$ cat src/rtl/mul_dispatch.sv
// Issue stage for the 16-bit shift-add multiplier: operand FIFO, load/complete tracking
// via the multiplier's busy flag, and an in-order valid/ready result port. Option: MUL_ZERO_BYPASS_EN.
module mul_dispatch #(
  parameter int WIDTH = 16,
  parameter int DEPTH = 4,
  parameter int AW    = 2
) (
  input  logic             CK,
  input  logic             RST,
  input  logic             req_valid,
  output logic             req_ready,
  input  logic [WIDTH-1:0] req_a,
  input  logic [WIDTH-1:0] req_b,
  output logic [WIDTH-1:0] mul_in1,
  output logic [WIDTH-1:0] mul_in2,
  input  logic [WIDTH-1:0] mul_out,
  input  logic             mul_busy,
  output logic             rsp_valid,
  input  logic             rsp_ready,
  output logic [WIDTH-1:0] rsp_data,
  output logic [AW:0]      fifo_count,
  output logic [1:0]       fsm_state
);

  // Handshakes: a transfer happens at a posedge where valid && ready; the sender holds
  // valid and data stable until that edge, and ready may depend combinationally on state.
  typedef enum logic [1:0] {IDLE = 2'd0, LOAD = 2'd1, WAIT = 2'd2} state_t;

  state_t           state, state_nx;
  logic [WIDTH-1:0] mem_a [DEPTH];
  logic [WIDTH-1:0] mem_b [DEPTH];
  logic [AW-1:0]    wr_ptr, rd_ptr;
  logic [AW:0]      count;
  logic             full, empty, push, pop, issue, capture, bypass;
  logic [WIDTH-1:0] head_a, head_b;

  assign full       = (count == (AW+1)'(DEPTH));
  assign empty      = (count == '0);
  assign req_ready  = !full && !RST;
  assign push       = req_valid && req_ready;
  assign head_a     = mem_a[rd_ptr];
  assign head_b     = mem_b[rd_ptr];
  assign fifo_count = count;
  assign fsm_state  = state;

  always_comb begin
    state_nx = state;
    pop      = 1'b0;
    issue    = 1'b0;
    capture  = 1'b0;
    bypass   = 1'b0;
    case (state)
      IDLE: begin
        // A held result blocks the next pop so responses never overtake each other.
        if (!empty && !rsp_valid) begin
          pop = 1'b1;
`ifdef MUL_ZERO_BYPASS_EN
          if (head_a == '0 || head_b == '0) begin
            bypass = 1'b1;
          end else begin
            issue    = 1'b1;
            state_nx = LOAD;
          end
`else
          issue    = 1'b1;
          state_nx = LOAD;
`endif
        end
      end
      LOAD: begin
        if (!mul_busy) state_nx = WAIT;
      end
      WAIT: begin
        if (!mul_busy) begin
          capture  = 1'b1;
          state_nx = IDLE;
        end
      end
      default: state_nx = IDLE;
    endcase
  end

  // Storage needs no reset: only entries behind the pointers are ever read.
  always_ff @(posedge CK) begin
    if (push) begin
      mem_a[wr_ptr] <= req_a;
      mem_b[wr_ptr] <= req_b;
    end
  end

  always_ff @(posedge CK) begin
    if (RST) begin
      state     <= IDLE;
      wr_ptr    <= '0;
      rd_ptr    <= '0;
      count     <= '0;
      mul_in1   <= '0;
      mul_in2   <= '0;
      rsp_valid <= 1'b0;
      rsp_data  <= '0;
    end else begin
      state <= state_nx;
      if (push) wr_ptr <= wr_ptr + AW'(1);
      if (pop)  rd_ptr <= rd_ptr + AW'(1);
      case ({push, pop})
        2'b10:   count <= count + (AW+1)'(1);
        2'b01:   count <= count - (AW+1)'(1);
        default: count <= count;
      endcase
      if (issue) begin
        mul_in1 <= head_a;
        mul_in2 <= head_b;
      end
      if (capture) begin
        rsp_data  <= mul_out;
        rsp_valid <= 1'b1;
      end else if (bypass) begin
        rsp_data  <= '0;
        rsp_valid <= 1'b1;
      end else if (rsp_valid && rsp_ready) begin
        rsp_valid <= 1'b0;
      end
    end
  end

endmodule

$ cat config.mk
export PLATFORM = sky130hd
export DESIGN_NAME = mul_dispatch
export DESIGN_NICKNAME = d
export VERILOG_FILES = /design/src/rtl/mul_dispatch.sv
export SDC_FILE = /design/constraint.sdc
export NUM_CORES = 1
export LEC_CHECK = 0
export CORE_MARGIN = 10
export CORE_UTILIZATION = 45
export CTS_CLUSTER_SIZE = 40
export DETAILED_ROUTE_END_ITERATION = 12
export PLACE_DENSITY = 0.76
export SLEW_MARGIN = 20
export SYNTH_ARGS = -nofsm -noshare
export SYNTH_HDL_FRONTEND = slang
export SYNTH_SLANG_ARGS = --single-unit
$ cat constraint.sdc
create_clock -name CK -period 2.7 [get_ports CK]
set_input_delay 0.27 -clock CK [delete_from_list [all_inputs] [get_ports CK]]
set_output_delay 0.27 -clock CK [all_outputs]
set_load 0.02 [all_outputs]
==> results of run 1 <==
-- metal layers --
layer,routed length (um),vias up
met4,124,0
li1,-,1866
met5,0,-
met3,1260,10
met1,6330,1994
met2,7430,131
-- kinds of logic after synthesis --
family,Yosys count,synth area share
compound gates,74,0.0549
xor+xnor,2,0.00252
fa+ha+maj,6,0.0119
buf+inv,39,0.0272
flops,186,0.720
mux,50,0.130
simple gates,74,0.0543
-- layout make-up --
type	instances	share of cell area
clock inverter	12	0.0219
timing repair buffer	123	0.135
clock buffer	20	0.0502
inverter	8	0.00338
multi-input combinational	206	0.201
sequential	186	0.563
tap	188	0.0264
-- where the power goes --
| group | internal, mW | total (mW) | switching, mW | leakage (nW) |
|---|---|---|---|---|
| clock network | 1.66 | 2.67 | 1.01 | 0.300 |
| registers | 3.44 | 3.75 | 0.306 | 1.64 |
| logic | 1.24 | 2.82 | 1.58 | 0.963 |
-- registers in the layout (all words and copies together), names as in the netlist --
name	flops
fsm_state	2
mul_in2	16
rd_ptr	2
mem_a	64
mem_b	64
rsp_data	16
wr_ptr	2
mul_in1	16
fifo_count	3
rsp_valid	1
-- tightest hold or removal path, cell delays in order --
cell	delay (ps)
buf_2	100
nor3b_2	40
buf_4	150
mux2i_1	110
-- cells in the final DEF, fill, tap and decap left out, types with 3 or more instances in the layout --
master and n:
edfxtp_1 128, clkdlybuf4s50_1 106, dfxtp_1 56, a21oi_1 37
mux4_2 32, nand3_1 32, nor2_1 25, o21ai_0 20
mux2i_1 17, clkbuf_16 17, buf_4 15, o21ai_1 14
inv_1 8, ha_1 5, bufinv_16 5, or3_1 4
and2_2 4, clkinvlp_4 3
-- Yosys cell counts (2+ instances only) --
master      n
nor2_1     25
or3_1       4
nand3_1    32
buf_4       2
o21ai_0    20
xor2_1      2
inv_1       8
edfxtp_1  128
mux2i_1    17
buf_6       3
dfxtp_1    58
and2_1      4
o21ai_1    14
buf_2      10
nor3b_1     2
a21oi_1    37
mux4_2     32
clkbuf_1   15
nor3_2      2
ha_1        5
-- how the worst min path moves through the flow --
| stage | end | slack, ps | cells after the start |
|---|---|---|---|
| detailed placement | mul_in1[0] | 470 | 2 |
| global placement | mul_in1[0] | 470 | 2 |
| floorplan | mem_a[0][0] | 370 | 0 |
| CTS | wr_ptr[0] | 280 | 4 |
| finish | wr_ptr[0] | 290 | 4 |
| global route | wr_ptr[0] | 310 | 4 |
-- metrics by stage --
step / util / instances / setup slack [ps] / power [mW] / hold WS, ps
global route: 0.585 / 743 / 153 / 9.74 / 307
CTS: 0.585 / 743 / 282 / 9.33 / 281
floorplan: - / 431 / 429 / 5.53 / 369
detailed placement: 0.543 / 711 / 311 / 6.65 / 468
global placement: 0.543 / 711 / 430 / 6.56 / 466
finish: 0.585 / 743 / 283 / 9.23 / 294
==> reports/metrics.csv, run 1 <==
stage;metric;value;unit
status;outcome;finished clean;
worst_setup_path;r2r-start;fifo_count[2];
worst_setup_path;path_buf_inv;3;
cts;cts_max_level;4;
synthesis;synth_edf_count;128;
global_routing;gr-usage-met2;0.246;
synthesis;synth_area_leaders;edfxtp_1 55%, dfxtp_1 17%, mux4_2 10%;
cts;clkLatencyLatePin;430;ps
synthesis;synthFlopType;edfxtp_1;
finish;multi_input_area;1780;sq um
cts;root_buffer;clkbuf_16;
worst_setup_path;crit_start;fifo_count[2];
worst_setup_path;crit_path_cell_trace;nor3b_1 -> nor3b_2 -> buf_4 -> inv_1 -> ha_1 -> inv_1 -> fa_1 -> xor2_1 -> or3_1 -> a21oi_1;
pwr;p_per_area;1040;nW/um^2
floorplan;fp.dieW;144;um
global_routing;grt_pass1_wl;23900;um
global_routing;grt_pass1_vias;4356;
cts;cts-buffers-inserted;17;
synthesis;synth-async-reset-ratio;0;
synthesis;ys_seq_area_frac;0.720;
finish;nFillCells;1140;
pwr;vdd_drop_max;580;uV
hold_path;hold_start;RST;
sta;timing.fmax;414;MHz
floorplan;core;15200;sq um
worst_setup_path;cp-end-kind;register;
global_routing;grt_remaining_overflow;0;
placed_design;place_area;8260;sq um
cts;cts_resized;0;
sta;layout_min_cycle_time;2420;ps
worst_setup_path;setup.worst_path.end;fifo_count[2];
job;max_cap_violations;0;
placed_design;io_buffer_count;107;
worst_setup_path;cp_num_cells;10;
sta;setup_viol;0;
worst_setup_path;path_max_fanout;7;
cts;hold_buffers;0;
drt;wl;15100;um
drt;viasPerCell;5.38;
cts;cts_tree;done;
finish;diodes;0;
sta;hold_viol;0;
synthesis;syn_inst;431;
global_routing;grt-busiest-layer;met2;
floorplan;rows;45;
finish;synthToLayoutAreaGrowth;27.9;%
worst_setup_path;worst-r2r-cell-count;10;
floorplan;io_pins;108;
worst_setup_path;worst_ep_arrival_time;2770;ps
finish;nets;601;
sta;rsz0062_at_grt;no;
cts;cts_sinks;186;
placed_design;place_congestion;0.713;
synthesis;synth_area;6960;sq um
synthesis;synth_top_cell_by_area;edfxtp_1;
cts;clk_pin_slew;70;ps
sta;tightest_slew;942;ps
floorplan;die_area;20800;sq um
synthesis;yosysTopAreaCellShare;0.553;
sta;tns;0;ps
global_routing;grt_max_degree;61;
finish;ff_latch_area;5010;sq um
drt;antenna_left;0;
synthesis;synth_warnings;0;
synthesis;synth-seq-cells;186;
sta;slew_violations;0;
sta;timing.final.crit_share;0.895;
synthesis;synth_nets;490;
finish;stdcell_area;8900;sq um
drt;drt_iter0_drc;326;
pwr;leakagePower;2.90;nW
worst_setup_path;startpoint_type;register;
worst_setup_path;cpMostUsedCell;inv_1;
hold_path;hp-class;in -> reg;
synthesis;avgSynthCellArea;16.1;sq um
worst_setup_path;slowest_delay;440;ps
worst_setup_path;required;3060;ps
global_routing;antenna_found_initial;0;
global_routing;grt_use_total;0.153;
global_routing;grtUsageMet1;0.187;
global_routing;grt_util_met3;0.0535;
worst_setup_path;rr_endpoint;fifo_count[2];
drt;wire_per_inst;20.4;um
sta;maxSlewHeadroom;0.372;
cts;post_cts_buffers;0;
sta;fin_worst_skew;16.7;ps
worst_setup_path;crit_type;reg -> reg;
finish;drive_gt1_frac;0.164;
drt;vias;4001;
floorplan;initial_core_util;0.458;
synthesis;synthDistinctLibCells;31;
worst_setup_path;critical-path-top-delay-family;simple AND/OR/NAND/NOR gates;
drt;drc;0;
cts;clock_tree.buffer_depth;2;
floorplan;die_h;144;um
worst_setup_path;crit_slowest_cell;dfxtp_1;
drt;first_pass_iters;4;
placed_design;dp_hpwl;9650;um
worst_setup_path;r2r_slack;280;ps
No activity file was read; power rests on OpenSTA's default activity.
==> run 2, diff against run 1 <==
CORE_MARGIN = 3   (was 10)
==> reports/metrics.csv, run 2 (same netlist as run 1, synthesis figures left out) <==
stage;metric;value;unit
drt;first_pass_iters;4;
cts;cts_resized;0;
worst_setup_path;r2r_slack;330;ps
sta;tns;0;ps
drt;wire_per_inst;19.4;um
status;outcome;finished clean;
sta;rsz0062_at_grt;no;
global_routing;grt_use_total;0.178;
worst_setup_path;crit_start;fifo_count[2];
hold_path;hold_start;RST;
cts;hold_buffers;0;
worst_setup_path;cp-end-kind;register;
hold_path;hp-class;in -> reg;
global_routing;grt_pass1_wl;22600;um
cts;clk_pin_slew;60;ps
floorplan;core;14800;sq um
finish;drive_gt1_frac;0.168;
floorplan;io_pins;108;
cts;cts_max_level;4;
drt;drt_iter0_drc;288;
worst_setup_path;path_buf_inv;2;
worst_setup_path;worst-r2r-cell-count;9;
cts;clock_tree.buffer_depth;2;
global_routing;grt_remaining_overflow;0;
cts;post_cts_buffers;0;
cts;cts_sinks;186;
sta;slew_violations;0;
global_routing;grt_pass1_vias;4202;
cts;cts_tree;done;
drt;vias;4018;
floorplan;initial_core_util;0.470;
job;max_cap_violations;0;
worst_setup_path;slowest_delay;450;ps
drt;drc;0;
sta;maxSlewHeadroom;0.409;
worst_setup_path;worst_ep_arrival_time;2710;ps
worst_setup_path;crit_path_cell_trace;nor3b_1 -> nor3b_2 -> inv_1 -> ha_1 -> inv_1 -> fa_1 -> xor2_1 -> or3_1 -> a21oi_1;
floorplan;die_h;130;um
drt;wl;14300;um
sta;timing.hold.ws;227;ps
cts;clkLatencyLatePin;430;ps
sta;layout_min_cycle_time;2370;ps
pwr;p_per_area;1020;nW/um^2
sta;timing.final.crit_share;0.876;
cts;cts-buffers-inserted;17;
placed_design;place_congestion;0.784;
sta;tightest_slew;886;ps
worst_setup_path;critical-path-top-delay-family;simple AND/OR/NAND/NOR gates;
drt;antenna_left;0;
sta;timing.fmax;423;MHz
hold_path;hold_end;wr_ptr[0];
finish;final_common_cell;edfxtp_1;
global_routing;antenna_found_initial;0;
finish;reg_top3;mem_a x64, mem_b x64;
sta;setup_viol;0;
finish;mostFrequentLayoutCells;128 x edfxtp_1, 106 x clkdlybuf4s50_1, 56 x dfxtp_1, 37 x a21oi_1;
pwr;leakagePower;2.89;nW
worst_setup_path;r2r-start;fifo_count[2];
pwr;vdd_drop_max;513;uV
worst_setup_path;crit_type;reg -> reg;
worst_setup_path;rr_endpoint;fifo_count[2];
placed_design;dp_hpwl;9170;um
sta;hold_viol;0;
finish;nets;601;
floorplan;die_area;17000;sq um
worst_setup_path;required;3050;ps
worst_setup_path;path_max_fanout;7;
global_routing;grt_max_degree;61;
drt;viasPerCell;5.44;
hold_path;whs_path_depth;3;
finish;utilization;0.598;
worst_setup_path;cpMostUsedCell;inv_1;
placed_design;io_buffer_count;107;
cts;root_buffer;clkbuf_16;
finish;diodes;0;
worst_setup_path;startpoint_type;register;
floorplan;rows;44;
floorplan;fp.dieW;130;um
sta;fin_worst_skew;11.2;ps
worst_setup_path;crit_slowest_cell;dfxtp_1;
finish;synthToLayoutAreaGrowth;27.3;%
run 2: cell types whose count changed in the layout (fill, tap and decap cells not counted):
cell and change:
inv_6 +2, clkbuf_16 +1, bufinv_16 -3, clkinvlp_2 -1, clkinv_2 +1, clkinv_4 +2, clkinv_1 -1, clkbuf_1 -1
run 2: worst max-delay path by stage:
| stage | to | cells past startpoint | slack (ps) |
|---|---|---|---|
| detailed placement | fifo_count[2] | 9 | 310 |
| finish | fifo_count[2] | 9 | 330 |
| CTS | fifo_count[2] | 9 | 330 |
| global placement | fifo_count[2] | 9 | 450 |
| global route | fifo_count[2] | 9 | 120 |
| floorplan | fifo_count[2] | 9 | 430 |
run 2: metrics by stage:
step	power (mW)	worst slack [ps]	cell area [sq um]	std cells
global route	9.50	116	8850	739
floorplan	5.53	429	6960	431
detailed placement	6.62	310	8250	707
CTS	9.11	329	8850	739
global placement	6.51	449	8250	707
finish	9.04	335	8850	739
run 2: worst min-delay path, stage by stage:
cell	delay [ps]
buf_2	100
nor3b_2	90
mux2i_1	140
run 2: final cells by class:
cell class	instances	area, sq um
multi-input cells	206	1780
repair buffers	123	1200
well taps	184	230
flip-flops and latches	186	5010
clock buffers	20	468
inverters	8	30.0
fillers	1062	5950
clock inverters	12	136
run 2: power by group:
part	internal, mW	switching (mW)	leakage [nW]	total, mW
Clock	1.45	1.04	0.289	2.50
Combinational	1.24	1.62	0.962	2.86
Sequential	3.44	0.247	1.64	3.69
Total	6.13	2.91	2.89	9.04
run 2: routing by layer:
| layer | up-vias | routed length, um | global-route usage |
|---|---|---|---|
| met5 | - | 0 | 0 |
| met4 | 0 | 219 | 0.0709 |
| met3 | 20 | 960 | 0.0422 |
| met2 | 153 | 6970 | 0.287 |
| met1 | 1978 | 6170 | 0.236 |
| li1 | 1867 | - | - |
==> run 3, diff against run 2 <==
CORE_ASPECT_RATIO = 0.8   (was unset)
==> reports/metrics.csv, run 3 (same netlist as run 1, synthesis figures left out) <==
stage;metric;value;unit
floorplan;io_pins;108;
finish;drive_gt1_frac;0.164;
worst_setup_path;r2r_slack;300;ps
drt;first_pass_iters;4;
floorplan;die_area;17000;sq um
hold_path;hp-class;in -> reg;
worst_setup_path;path_max_fanout;7;
worst_setup_path;r2r-start;fifo_count[2];
floorplan;core;14700;sq um
worst_setup_path;worst_ep_arrival_time;2760;ps
sta;finalWorstSetupSlack;296;ps
cts;cts_resized;0;
finish;diodes;0;
worst_setup_path;cpMostUsedCell;inv_1;
drt;wire_per_inst;19.2;um
job;max_cap_violations;0;
drt;vias;4014;
finish;reg_top3;mem_a x64, mem_b x64;
worst_setup_path;crit_path_cell_trace;nor3b_1 -> nor3b_2 -> buf_4 -> inv_1 -> ha_1 -> inv_1 -> fa_1 -> xor2_1 -> or3_1 -> a21oi_1;
sta;layout_min_cycle_time;2400;ps
sta;slew_violations;0;
global_routing;antenna_found_initial;0;
hold_path;whs_path_depth;4;
sta;tightest_slew;828;ps
pwr;p_per_area;1010;nW/um^2
global_routing;grt_remaining_overflow;0;
worst_setup_path;setup.worst_path.end;fifo_count[2];
drt;wl;14600;um
finish;synthToLayoutAreaGrowth;27.6;%
sta;timing.fmax;416;MHz
placed_design;place_congestion;0.767;
cts;clock_tree.buffer_depth;2;
placed_design;dp_hpwl;9010;um
placed_design;pre_cts_ws;308;ps
drt;viasPerCell;5.27;
worst_setup_path;crit_type;reg -> reg;
worst_setup_path;required;3050;ps
cts;cts_tree;done;
global_routing;grt_pass1_wl;22700;um
sta;maxSlewHeadroom;0.448;
sta;setup_viol;0;
cts;cts-buffers-inserted;17;
cts;clk_pin_slew;60;ps
floorplan;rows;39;
sta;fin_worst_skew;8.67;ps
finish;nFillCells;1097;
worst_setup_path;cp-end-kind;register;
finish;final_common_cell;edfxtp_1;
worst_setup_path;crit_start;fifo_count[2];
sta;tns;0;ps
drt;drc;0;
cts;root_buffer;clkbuf_16;
drt;drt_iter0_drc;287;
global_routing;grt_pass1_vias;4263;
pwr;vdd_drop_max;573;uV
floorplan;fp.dieW;145;um
cts;cts_sinks;186;
cts;cts_max_level;4;
floorplan;die_h;117;um
worst_setup_path;crit_slowest_cell;dfxtp_1;
cts;hold_buffers;0;
finish;nets;602;
global_routing;grt_use_total;0.177;
worst_setup_path;rr_endpoint;fifo_count[2];
sta;rsz0062_at_grt;no;
status;outcome;finished clean;
sta;hold_viol;0;
worst_setup_path;startpoint_type;register;
pwr;leakagePower;2.90;nW
worst_setup_path;slowest_delay;450;ps
finish;mostFrequentLayoutCells;128 x edfxtp_1, 106 x clkdlybuf4s50_1, 56 x dfxtp_1, 37 x a21oi_1;
worst_setup_path;worst-r2r-cell-count;10;
floorplan;initial_core_util;0.474;
placed_design;io_buffer_count;107;
cts;post_cts_buffers;0;
drt;antenna_left;0;
cts;clkLatencyLatePin;420;ps
sta;timing.final.crit_share;0.891;
global_routing;grt_max_degree;61;
-- run 3: changes by cell type in the layout (fill, tap and decap cells not counted), sizes merged --
cell | previous run | this run
clkinv | 4 | 3
bufinv | 2 | 0
clkbuf | 20 | 28
clkinvlp | 3 | 1
inv | 11 | 8
buf | 17 | 18
-- run 3: area by class of cell --
class,count,area (sq um),share of cell area
clock inverter,4,22.5,0.00254
inverter,8,30.0,0.00338
tap,205,256,0.0289
clock buffer,28,571,0.0643
sequential,186,5010,0.564
timing repair buffer,124,1210,0.136
multi-input combinational,206,1780,0.201
-- run 3: stage by stage --
step,utilization,hold WS (ps),power [mW],area [sq um],instances
global placement,0.564,462,6.55,8280,729
detailed placement,0.564,471,6.65,8280,729
finish,0.604,296,8.99,8880,761
floorplan,-,369,5.53,6960,431
CTS,0.604,281,9.08,8880,761
global route,0.604,289,9.44,8880,761
-- run 3: report_power, final --
part	switching [mW]	leakage, nW	total [mW]	internal, mW
Clock	0.980	0.292	2.42	1.44
Combinational	1.59	0.968	2.84	1.25
Sequential	0.293	1.64	3.74	3.44
-- run 3: critical path: cells and delay by family, from the launching register on --
kind,cells,cell delay (ps)
and+or+nand+nor,3,730
adders and majority gates,2,560
DFF,1,450
buffers and inverters,3,270
xor gates and xnor gates,1,160
AOI/OAI and AO/OA,1,150
-- run 3: worst min-delay path by stage --
stage	startpoint	endpoint
finish	RST	wr_ptr[0]
global route	RST	wr_ptr[0]
floorplan	req_a[0]	mem_a[0][0]
global placement	mul_in1[15]	mul_in1[15]
CTS	RST	wr_ptr[0]
detailed placement	mul_in1[0]	mul_in1[0]
-- run 3: per-layer routing --
| metal | vias up | routed length, um | GRT usage |
|---|---|---|---|
| met1 | 1987 | 6040 | 0.226 |
| li1 | 1869 | - | - |
| met4 | 0 | 122 | 0.0519 |
| met5 | - | 0 | 0 |
| met2 | 146 | 7200 | 0.298 |
| met3 | 12 | 1220 | 0.0554 |
